## src/rtl/vend_pkg.sv

```systemverilog
// Shared types and constants for the vending sequencer.
package vend_pkg;

    localparam int CREDIT_W = 6;
    localparam int STOCK_W  = 4;

    typedef enum logic [1:0] {
        ST_IDLE     = 2'd0,
        ST_CREDIT   = 2'd1,
        ST_DISPENSE = 2'd2,
        ST_CHANGE   = 2'd3
    } state_t;

    localparam logic [CREDIT_W-1:0] COIN5  = 6'd5;
    localparam logic [CREDIT_W-1:0] COIN10 = 6'd10;

    // Element 0 is product 0: prices 15, 20, 10, 25.
    localparam logic [3:0][CREDIT_W-1:0] PRICE = {6'd25, 6'd10, 6'd20, 6'd15};

endpackage

```

## src/rtl/vend_sequencer_stock_counter.sv

```systemverilog
// Per-product stock counter: loads INIT_STOCK on reset, decrements on a
// successful dispense, saturates at zero and flags the empty condition.
module stock_counter
    import vend_pkg::*;
#(
    parameter int INIT_STOCK = 7
) (
    input  logic clk,
    input  logic rst,
    input  logic dec,
    output logic zero
);

    logic [STOCK_W-1:0] count_q;
    logic [STOCK_W-1:0] count_d;

    // Decrement when asked, never wrapping below zero.
    always_comb begin
        count_d = count_q;
        if (dec && (count_q != '0)) begin
            count_d = count_q - 1'b1;
        end
    end

    // Stock register, reloaded whenever reset is asserted.
    always_ff @(posedge clk or negedge rst) begin
        if (!rst) begin
            count_q <= STOCK_W'(INIT_STOCK);
        end else begin
            count_q <= count_d;
        end
    end

    assign zero = (count_q == '0);

endmodule

```

## src/rtl/vend_sequencer.sv

```systemverilog
// Vending controller: coin credit accumulation, product selection check,
// dispenser req/ack sequencing and 5-unit change payout.
// Optional macro CANCEL_REFUND_EN adds a 'cancel' input that refunds all
// credit as change while in CREDIT.
module vend_sequencer
    import vend_pkg::*;
#(
    parameter int NPROD      = 4,
    parameter int MAX_CREDIT = 60,
    parameter int INIT_STOCK = 7
) (
    input  logic             clk,
    input  logic             rst,
    input  logic             coin_valid,
    input  logic             coin_val,
    input  logic             sel_valid,
    input  logic [1:0]       sel_id,
    input  logic             disp_ack,
    input  logic             chg_ack,
`ifdef CANCEL_REFUND_EN
    input  logic             cancel,
`endif
    output logic             disp_req,
    output logic [1:0]       disp_id,
    output logic             chg_req,
    output logic             coin_reject,
    output logic             sel_err,
    output logic [5:0]       credit,
    output logic             busy,
    output logic [NPROD-1:0] sold_out
);

    state_t              state_q, state_d;
    logic [CREDIT_W-1:0] credit_q, credit_d;
    logic [1:0]          disp_id_q, disp_id_d;
    logic                coin_reject_q, coin_reject_d;
    logic                sel_err_q, sel_err_d;

    logic [CREDIT_W-1:0] coin_amt;
    logic                coin_fits;
    logic [3:0]          sold_pad;
    logic                sel_ok;
    logic [CREDIT_W-1:0] price_sel;
    logic                dispense_done;
    logic                cancel_req;

`ifdef CANCEL_REFUND_EN
    assign cancel_req = cancel;
`else
    assign cancel_req = 1'b0;
`endif

    assign coin_amt  = coin_val ? COIN10 : COIN5;
    assign coin_fits = ({1'b0, credit_q} + {1'b0, coin_amt}) <= (CREDIT_W+1)'(MAX_CREDIT);
    // Padding to four bits keeps the sold_out lookup in range for NPROD < 4;
    // the range check on sel_id rejects those padded entries first.
    assign sold_pad  = 4'(sold_out);
    assign sel_ok    = (32'(sel_id) < NPROD) && !sold_pad[sel_id] &&
                       (credit_q >= PRICE[sel_id]);
    assign price_sel = PRICE[disp_id_q];
    assign dispense_done = (state_q == ST_DISPENSE) && disp_ack;

    // Next-state, credit and pulse-output decisions.
    always_comb begin
        state_d       = state_q;
        credit_d      = credit_q;
        disp_id_d     = disp_id_q;
        coin_reject_d = 1'b0;
        sel_err_d     = 1'b0;
        case (state_q)
            ST_IDLE: begin
                if (sel_valid) begin
                    sel_err_d     = 1'b1;
                    coin_reject_d = coin_valid;
                end else if (coin_valid) begin
                    if (coin_fits) begin
                        credit_d = credit_q + coin_amt;
                        state_d  = ST_CREDIT;
                    end else begin
                        coin_reject_d = 1'b1;
                    end
                end
            end
            ST_CREDIT: begin
                if (sel_valid) begin
                    // A coin arriving with a selection is always returned.
                    coin_reject_d = coin_valid;
                    if (sel_ok) begin
                        disp_id_d = sel_id;
                        state_d   = ST_DISPENSE;
                    end else begin
                        sel_err_d = 1'b1;
                    end
                end else if (cancel_req) begin
                    coin_reject_d = coin_valid;
                    state_d       = ST_CHANGE;
                end else if (coin_valid) begin
                    if (coin_fits) begin
                        credit_d = credit_q + coin_amt;
                    end else begin
                        coin_reject_d = 1'b1;
                    end
                end
            end
            ST_DISPENSE: begin
                coin_reject_d = coin_valid;
                sel_err_d     = sel_valid;
                if (disp_ack) begin
                    credit_d = credit_q - price_sel;
                    state_d  = (credit_q != price_sel) ? ST_CHANGE : ST_IDLE;
                end
            end
            ST_CHANGE: begin
                coin_reject_d = coin_valid;
                sel_err_d     = sel_valid;
                if (chg_ack) begin
                    if (credit_q <= COIN5) begin
                        credit_d = '0;
                        state_d  = ST_IDLE;
                    end else begin
                        credit_d = credit_q - COIN5;
                    end
                end
            end
            default: begin
                state_d = ST_IDLE;
            end
        endcase
    end

    // Controller state registers; reset aborts any transaction in flight.
    always_ff @(posedge clk or negedge rst) begin
        if (!rst) begin
            state_q       <= ST_IDLE;
            credit_q      <= '0;
            disp_id_q     <= '0;
            coin_reject_q <= 1'b0;
            sel_err_q     <= 1'b0;
        end else begin
            state_q       <= state_d;
            credit_q      <= credit_d;
            disp_id_q     <= disp_id_d;
            coin_reject_q <= coin_reject_d;
            sel_err_q     <= sel_err_d;
        end
    end

    genvar gi;
    generate
        for (gi = 0; gi < NPROD; gi++) begin : g_stock
            stock_counter #(
                .INIT_STOCK(INIT_STOCK)
            ) u_stock (
                .clk  (clk),
                .rst  (rst),
                .dec  (dispense_done && (disp_id_q == 2'(gi))),
                .zero (sold_out[gi])
            );
        end
    endgenerate

    assign disp_req    = (state_q == ST_DISPENSE);
    assign chg_req     = (state_q == ST_CHANGE);
    assign busy        = disp_req || chg_req;
    assign disp_id     = disp_id_q;
    assign credit      = credit_q;
    assign coin_reject = coin_reject_q;
    assign sel_err     = sel_err_q;

endmodule

```

## config.mk

```make
export PLATFORM = sky130hd
export DESIGN_NAME = vend_sequencer
export DESIGN_NICKNAME = d
export VERILOG_FILES = /design/src/rtl/vend_pkg.sv /design/src/rtl/vend_sequencer_stock_counter.sv /design/src/rtl/vend_sequencer.sv
export SDC_FILE = /design/constraint.sdc
export NUM_CORES = 1
export LEC_CHECK = 0
export CORE_ASPECT_RATIO = 2
export CORE_UTILIZATION = 25
export CTS_BUF_LIST = sky130_fd_sc_hd__clkbuf_8
export DETAILED_ROUTE_END_ITERATION = 12
export GPL_ROUTABILITY_DRIVEN = 0
export HOLD_SLACK_MARGIN = 0.12
export PLACE_DENSITY = 0.53
export SLEW_MARGIN = 5
export SYNTH_ARGS = -nofsm -noshare
export SYNTH_HDL_FRONTEND = slang
export SYNTH_SLANG_ARGS = --single-unit
```

## constraint.sdc

```tcl
create_clock -name clk -period 3 [get_ports clk]
set_input_delay 0.9 -clock clk [delete_from_list [all_inputs] [get_ports clk]]
set_output_delay 0.9 -clock clk [all_outputs]
set_load 0.01 [all_outputs]
```

[Word level (Yosys, flattened, before mapping)]
Cells that the tools add are included.
Word-level totals
  flip-flop bits (word level): 28
  bits in latches: 0
  RAM bits: 0
  ROM bits: 0
  input port bits: 9
  output and inout port bits: 17
  memories kept: 0
Cells by class
  $add $sub $neg: 8
  multipliers: 0
  divide/modulo/power cells: 0
  order comparisons: 5
  eq/ne operators: 18
  shift-type cells: 0
  mux-type cells: 32
  bitwise gates (word level): 0
  reduce and logical (&&, ||, !) cells: 27
Operator list (number)
  $mux 6: 8
  $bmux 6 s2: 2
  $mux 2: 9
  $pmux 6 s3: 1
  $logic_not 4->1: 4
  $ne 2x2->1 const B: 8
  $reduce_bool 4->1: 4
  $sub 4x1->4 const B: 4
  $logic_and 1x1->1: 10
  $eq 2x2->1 const B: 4
  $pmux 2 s4: 1
  $reduce_and 8->1: 1
  $add 6x4->7: 1
  $le 7x6->1 const B: 1
  $mux 1: 7
  $add 6x4->6: 1
  $ge 6x6->1: 1
  $le 6x3->1 const B: 1
  $lt 2x3->1 const B: 2
  $ne 2x1->1 const B: 3
  $ne 6x6->1: 1
  $sub 6x3->6 const B: 1
  $sub 6x6->6: 1
  $reduce_and 5->1: 1
  10 further kinds: 13

[Longest topological paths before layout]
Gate-level depths: netlist of the first run.
  depth in word-level cells: 8
  mapped depth: 11
  gate-level depth less buffers: 11

[Hierarchy]
Synthesis of the first run repeated with hierarchy kept, for this count alone.
Second synthesis, totals
  cell total of the unflattened synthesis: 238
  area, all modules: 2248.4 um2
By module, submodules not included
  vend_sequencer: instances 1, cells an instance 166, area each 1427.6 um2, sequential area each 300.3 um2
  stock_counter: instances 4, cells an instance 18, area each 205.2 um2, sequential area each 103.8 um2

[Least setup slack after synthesis of the first run]
No wires, ideal clock.
  kind: input to register
  from: in coin_val
  to: reg credit_q[4], in the netlist credit[4]
  library setup time: 0.125 ns
  arrival time: 2.847 ns
  setup slack: 0.028 ns
  stages on the path: 10
  path buffers: 0
  cell sequence: inv_1 > ha_1 > inv_1 > fa_1 > inv_1 > o21ai_0 > nor3_2 > maj3_2 > a21oi_4 > mux2_4
Between the ends
  longest elaborated chain between the ends: 6
  elaborated cells between the ends (all ways): 10
Ends and longest elaborated chain
  start, declared: RTL line vend_sequencer.sv:15  | input logic coin_val,
  $mux 4 *: RTL line vend_sequencer.sv:53  | assign coin_amt = coin_val ? COIN10 : COIN5;
  branches (longest 5 deep; another with $add 6x4->7)
  end signal, assigned: RTL line vend_sequencer.sv:141  | credit_q <= credit_d;
  end, declared: RTL line vend_sequencer.sv:34  | logic [CREDIT_W-1:0] credit_q, credit_d;
Mark *: on every way between the ends. The select of a mux whose other input is x is not followed.
A chain may end at the register's enable or synchronous reset.

[Worst setup path in the final report of the first run]
Ends and elaborated chain as after synthesis.

==> out/qor.yml, run 1 <==
pwr:
  swShare: 0.454
  leakage_nw: 1.30
  power_density_nw_per_um2: 1110
  switching_power_mw: 1.43
  clock_power_share: 0.078
  p_seq_frac: 0.248
  power.internal_mw: 1.72
  vdd_drop_max_v: 0.000313
  pwr-share-comb: 0.675
synthesis:
  synth_cell_type_count: 56
  synth_xor_area_frac: 0.0457
  synth_top_family_by_area: "compound AO/OA/AOI/OAI gates"
  synth_seq_cells: 28
  postSynthCellCount: 256
  synthSimpleGateAreaFrac: 0.158
  synthMuxAreaShare: 0.0516
  syn_area_sq_um: 2300
  yosys.area_share.adder: 0.174
  synth_fp_nets: 295
  synthFlopType: "dfrtp_1"
  synth_compound_area_frac: 0.176
  synth_edf_count: 0
  synth_seq_area_share: 0.311
  async_reset_ff_frac: 1.00
  avgSynthCellArea_sq_um: 8.99
  ys_warn_count: 0
min_path:
  worstHoldPathType: "reg2reg"
cts:
  cts_tree: "done"
  cts_buffers: 3
  cts_max_level: 1
  clock_sinks: 28
  clk_latency_ps: 290
  clk_path_buf_depth: 2
  cts-root-buf: "clkbuf_8"
  cts_setup_buffers: 0
  clkTransAtPathRegs_ps: 100
layout:
  final_common_cell: "inv_1"
  seq_area_sq_um: 716
  syn_to_final_growth_pct: 23.1
  fill_cells: 969
  multi_input_area_sq_um: 1420
  fin_util: 0.317
  drive_gt1_frac: 0.192
  nNetsFinal: 332
  n_antenna_cell: 0
  postLayoutCellArea_sq_um: 2830
  most-common-layout-cells: "31 x inv_1, 26 x ha_1, 24 x clkdlybuf4s50_1, 20 x nand2_1, 18 x buf_4"
worst_setup_path:
  critPathMaxFanout: 4
  cp_common_cell: "inv_1"
  critPathCaptureType: "register"
  path_class: "in2reg"
  crit_path_start_kind: "input port"
  crit_slowest_cell: "fa_2"
  crit_chain: "dlygate4sd2_1, inv_2, ha_2, inv_1, fa_2, inv_1, o21ai_2, nor3_2, maj3_2, a21oi_4, mux2_4"
  critPathTopFamily: "adder cells"
  max_stage_delay_ps: 520
  required_ps: 3180
  path_buf_inv: 4
  cp.arrival_ps: 3060
timing:
  tightest_slew_ps: 610
  period_minus_slack_ps: 2880
  max-slew-margin-rel: 0.592
  fin_crit_sh: 0.959
  grt_setup_unrepaired: "no"
  setup_viol: 0
  hold_ws_ps: 501
  slew_viol_final: 0
  skew_ps: 6.78
  hold_violations: 0
  fin_ws_ps: 122
  maxClockFrequency_mhz: 347
place:
  dp_hpwl_microns: 4700
  pre_cts_ws_ps: -503
  dpl-instance-area_sq_um: 2750
  port_buffers: 25
grt:
  grtUsageTotal: 0.128
  grt_pass1_vias: 1935
  grt_pass1_wl_microns: 9450
  antenna_found_initial: 0
  grt-ovfl-total: 0
  grt_max_degree: 29
route:
  ant_nets: 0
  drt-initial-drc-count: 78
  routed_wirelength_microns: 5830
  remaining_drc_errors: 0
  vias_per_cell: 4.78
  wl_per_cell_microns: 14.8
  detailroute.via_count: 1883
  first_pass_iters: 4
job:
  cap_viol_max_count: 0
floorplanning:
  dieHeight_microns: 138
  rows: 49
  die_w_microns: 69.9
  die-area_sq_um: 9620
  core_region_area_sq_um: 8950
  io_pins: 26
  initial_core_util: 0.257
outcome:
  status: "finished clean"
==> final cells by class <==
type / instances / area share
multi-input combinational: 184 / 0.501
inverter: 32 / 0.0424
timing repair buffer: 44 / 0.140
sequential: 28 / 0.253
clock buffer: 4 / 0.0194
tap: 102 / 0.0450
==> power groups by stage <==
stage                     Combinational (mW)  Clock (mW)  Sequential (mW)
after floorplan                         1.42           0            0.722
after global placement                  2.06           0            0.784
after detailed placement                2.09           0            0.789
after CTS                               2.15       0.256            0.783
after global routing                    2.39       0.267            0.813
final                                   2.13       0.245            0.782
==> Yosys cell counts (5+ instances only) <==
cell type,n,share of area
mux2i_1,7,0.030
ha_1,28,0.15
and3_1,5,0.014
nand2_1,20,0.033
xnor2_1,10,0.038
nor2_1,15,0.024
o21ai_0,17,0.037
dfstp_2,12,0.14
dfrtp_1,16,0.17
nand3_1,6,0.013
a21oi_1,13,0.028
nor3_1,5,0.011
inv_1,32,0.052
==> stage by stage <==
step,setup TNS (ps),power (mW),std cells
floorplan,0,2.15,256
finish,0,3.16,394
global placement,-4030,2.84,390
detailed placement,-4490,2.87,390
global route,0,3.47,394
CTS,0,3.19,394
==> final timing paths <==
| check | startpoint | endpoint | slack (ps) | depth (start not counted) |
|---|---|---|---|---|
| max | coin_val | credit[4] | 120 | 11 |
| min | g_stock[0].u_stock.count_q[1] | g_stock[0].u_stock.count_q[1] | 500 | 2 |
| max reg2reg | disp_id[1] | credit[4] | 430 | 11 |
| min reg2reg | g_stock[0].u_stock.count_q[1] | g_stock[0].u_stock.count_q[1] | 500 | 2 |
| max in group asynchronous | rst | g_stock[1].u_stock.count_q[0] | 1670 | 2 |
| min in group asynchronous | rst | g_stock[0].u_stock.count_q[3] | 990 | 2 |
==> worst min-delay path: stages, from the launching register on <==
cell,delay (ps)
dfstp_2,380
inv_1,60
mux2i_1,60
==> metal layers <==
layer / up-vias / part of all wire / GRT usage
li1: 951 / - / -
met1: 889 / 0.37 / 0.127
met2: 30 / 0.57 / 0.253
met3: 13 / 0.015 / 0.00585
met4: 0 / 0.044 / 0.0789
met5: - / 0 / 0
==> kinds of logic after synthesis <==
family / Yosys count
multiplexers: 10
XOR/XNOR: 12
flip-flops: 28
AND/OR/NAND/NOR: 72
adder cells (fa/ha/maj): 31
AO/OA/AOI/OAI: 59
buffers and inverters: 44
==> what timing repair did <==
item	4_1_cts	5_1_grt
gates resized for setup	12	0
endpoints found under the setup margin	9	0
hold buffers	0	0
==> state kept, by name, indices dropped and copies added (netlist names) <==
register,count
credit,6
disp_id,2
state_q,2
sel_err,1
g_stock.u_stock.count_q,16
coin_reject,1
(Power assumes the default switching activity.)
==> run 2: changes to the inputs <==
- CAP_MARGIN: not set -> 20
==> results of run 2 <==
The final DEF is identical to that of run 1; final timing and power are the same.
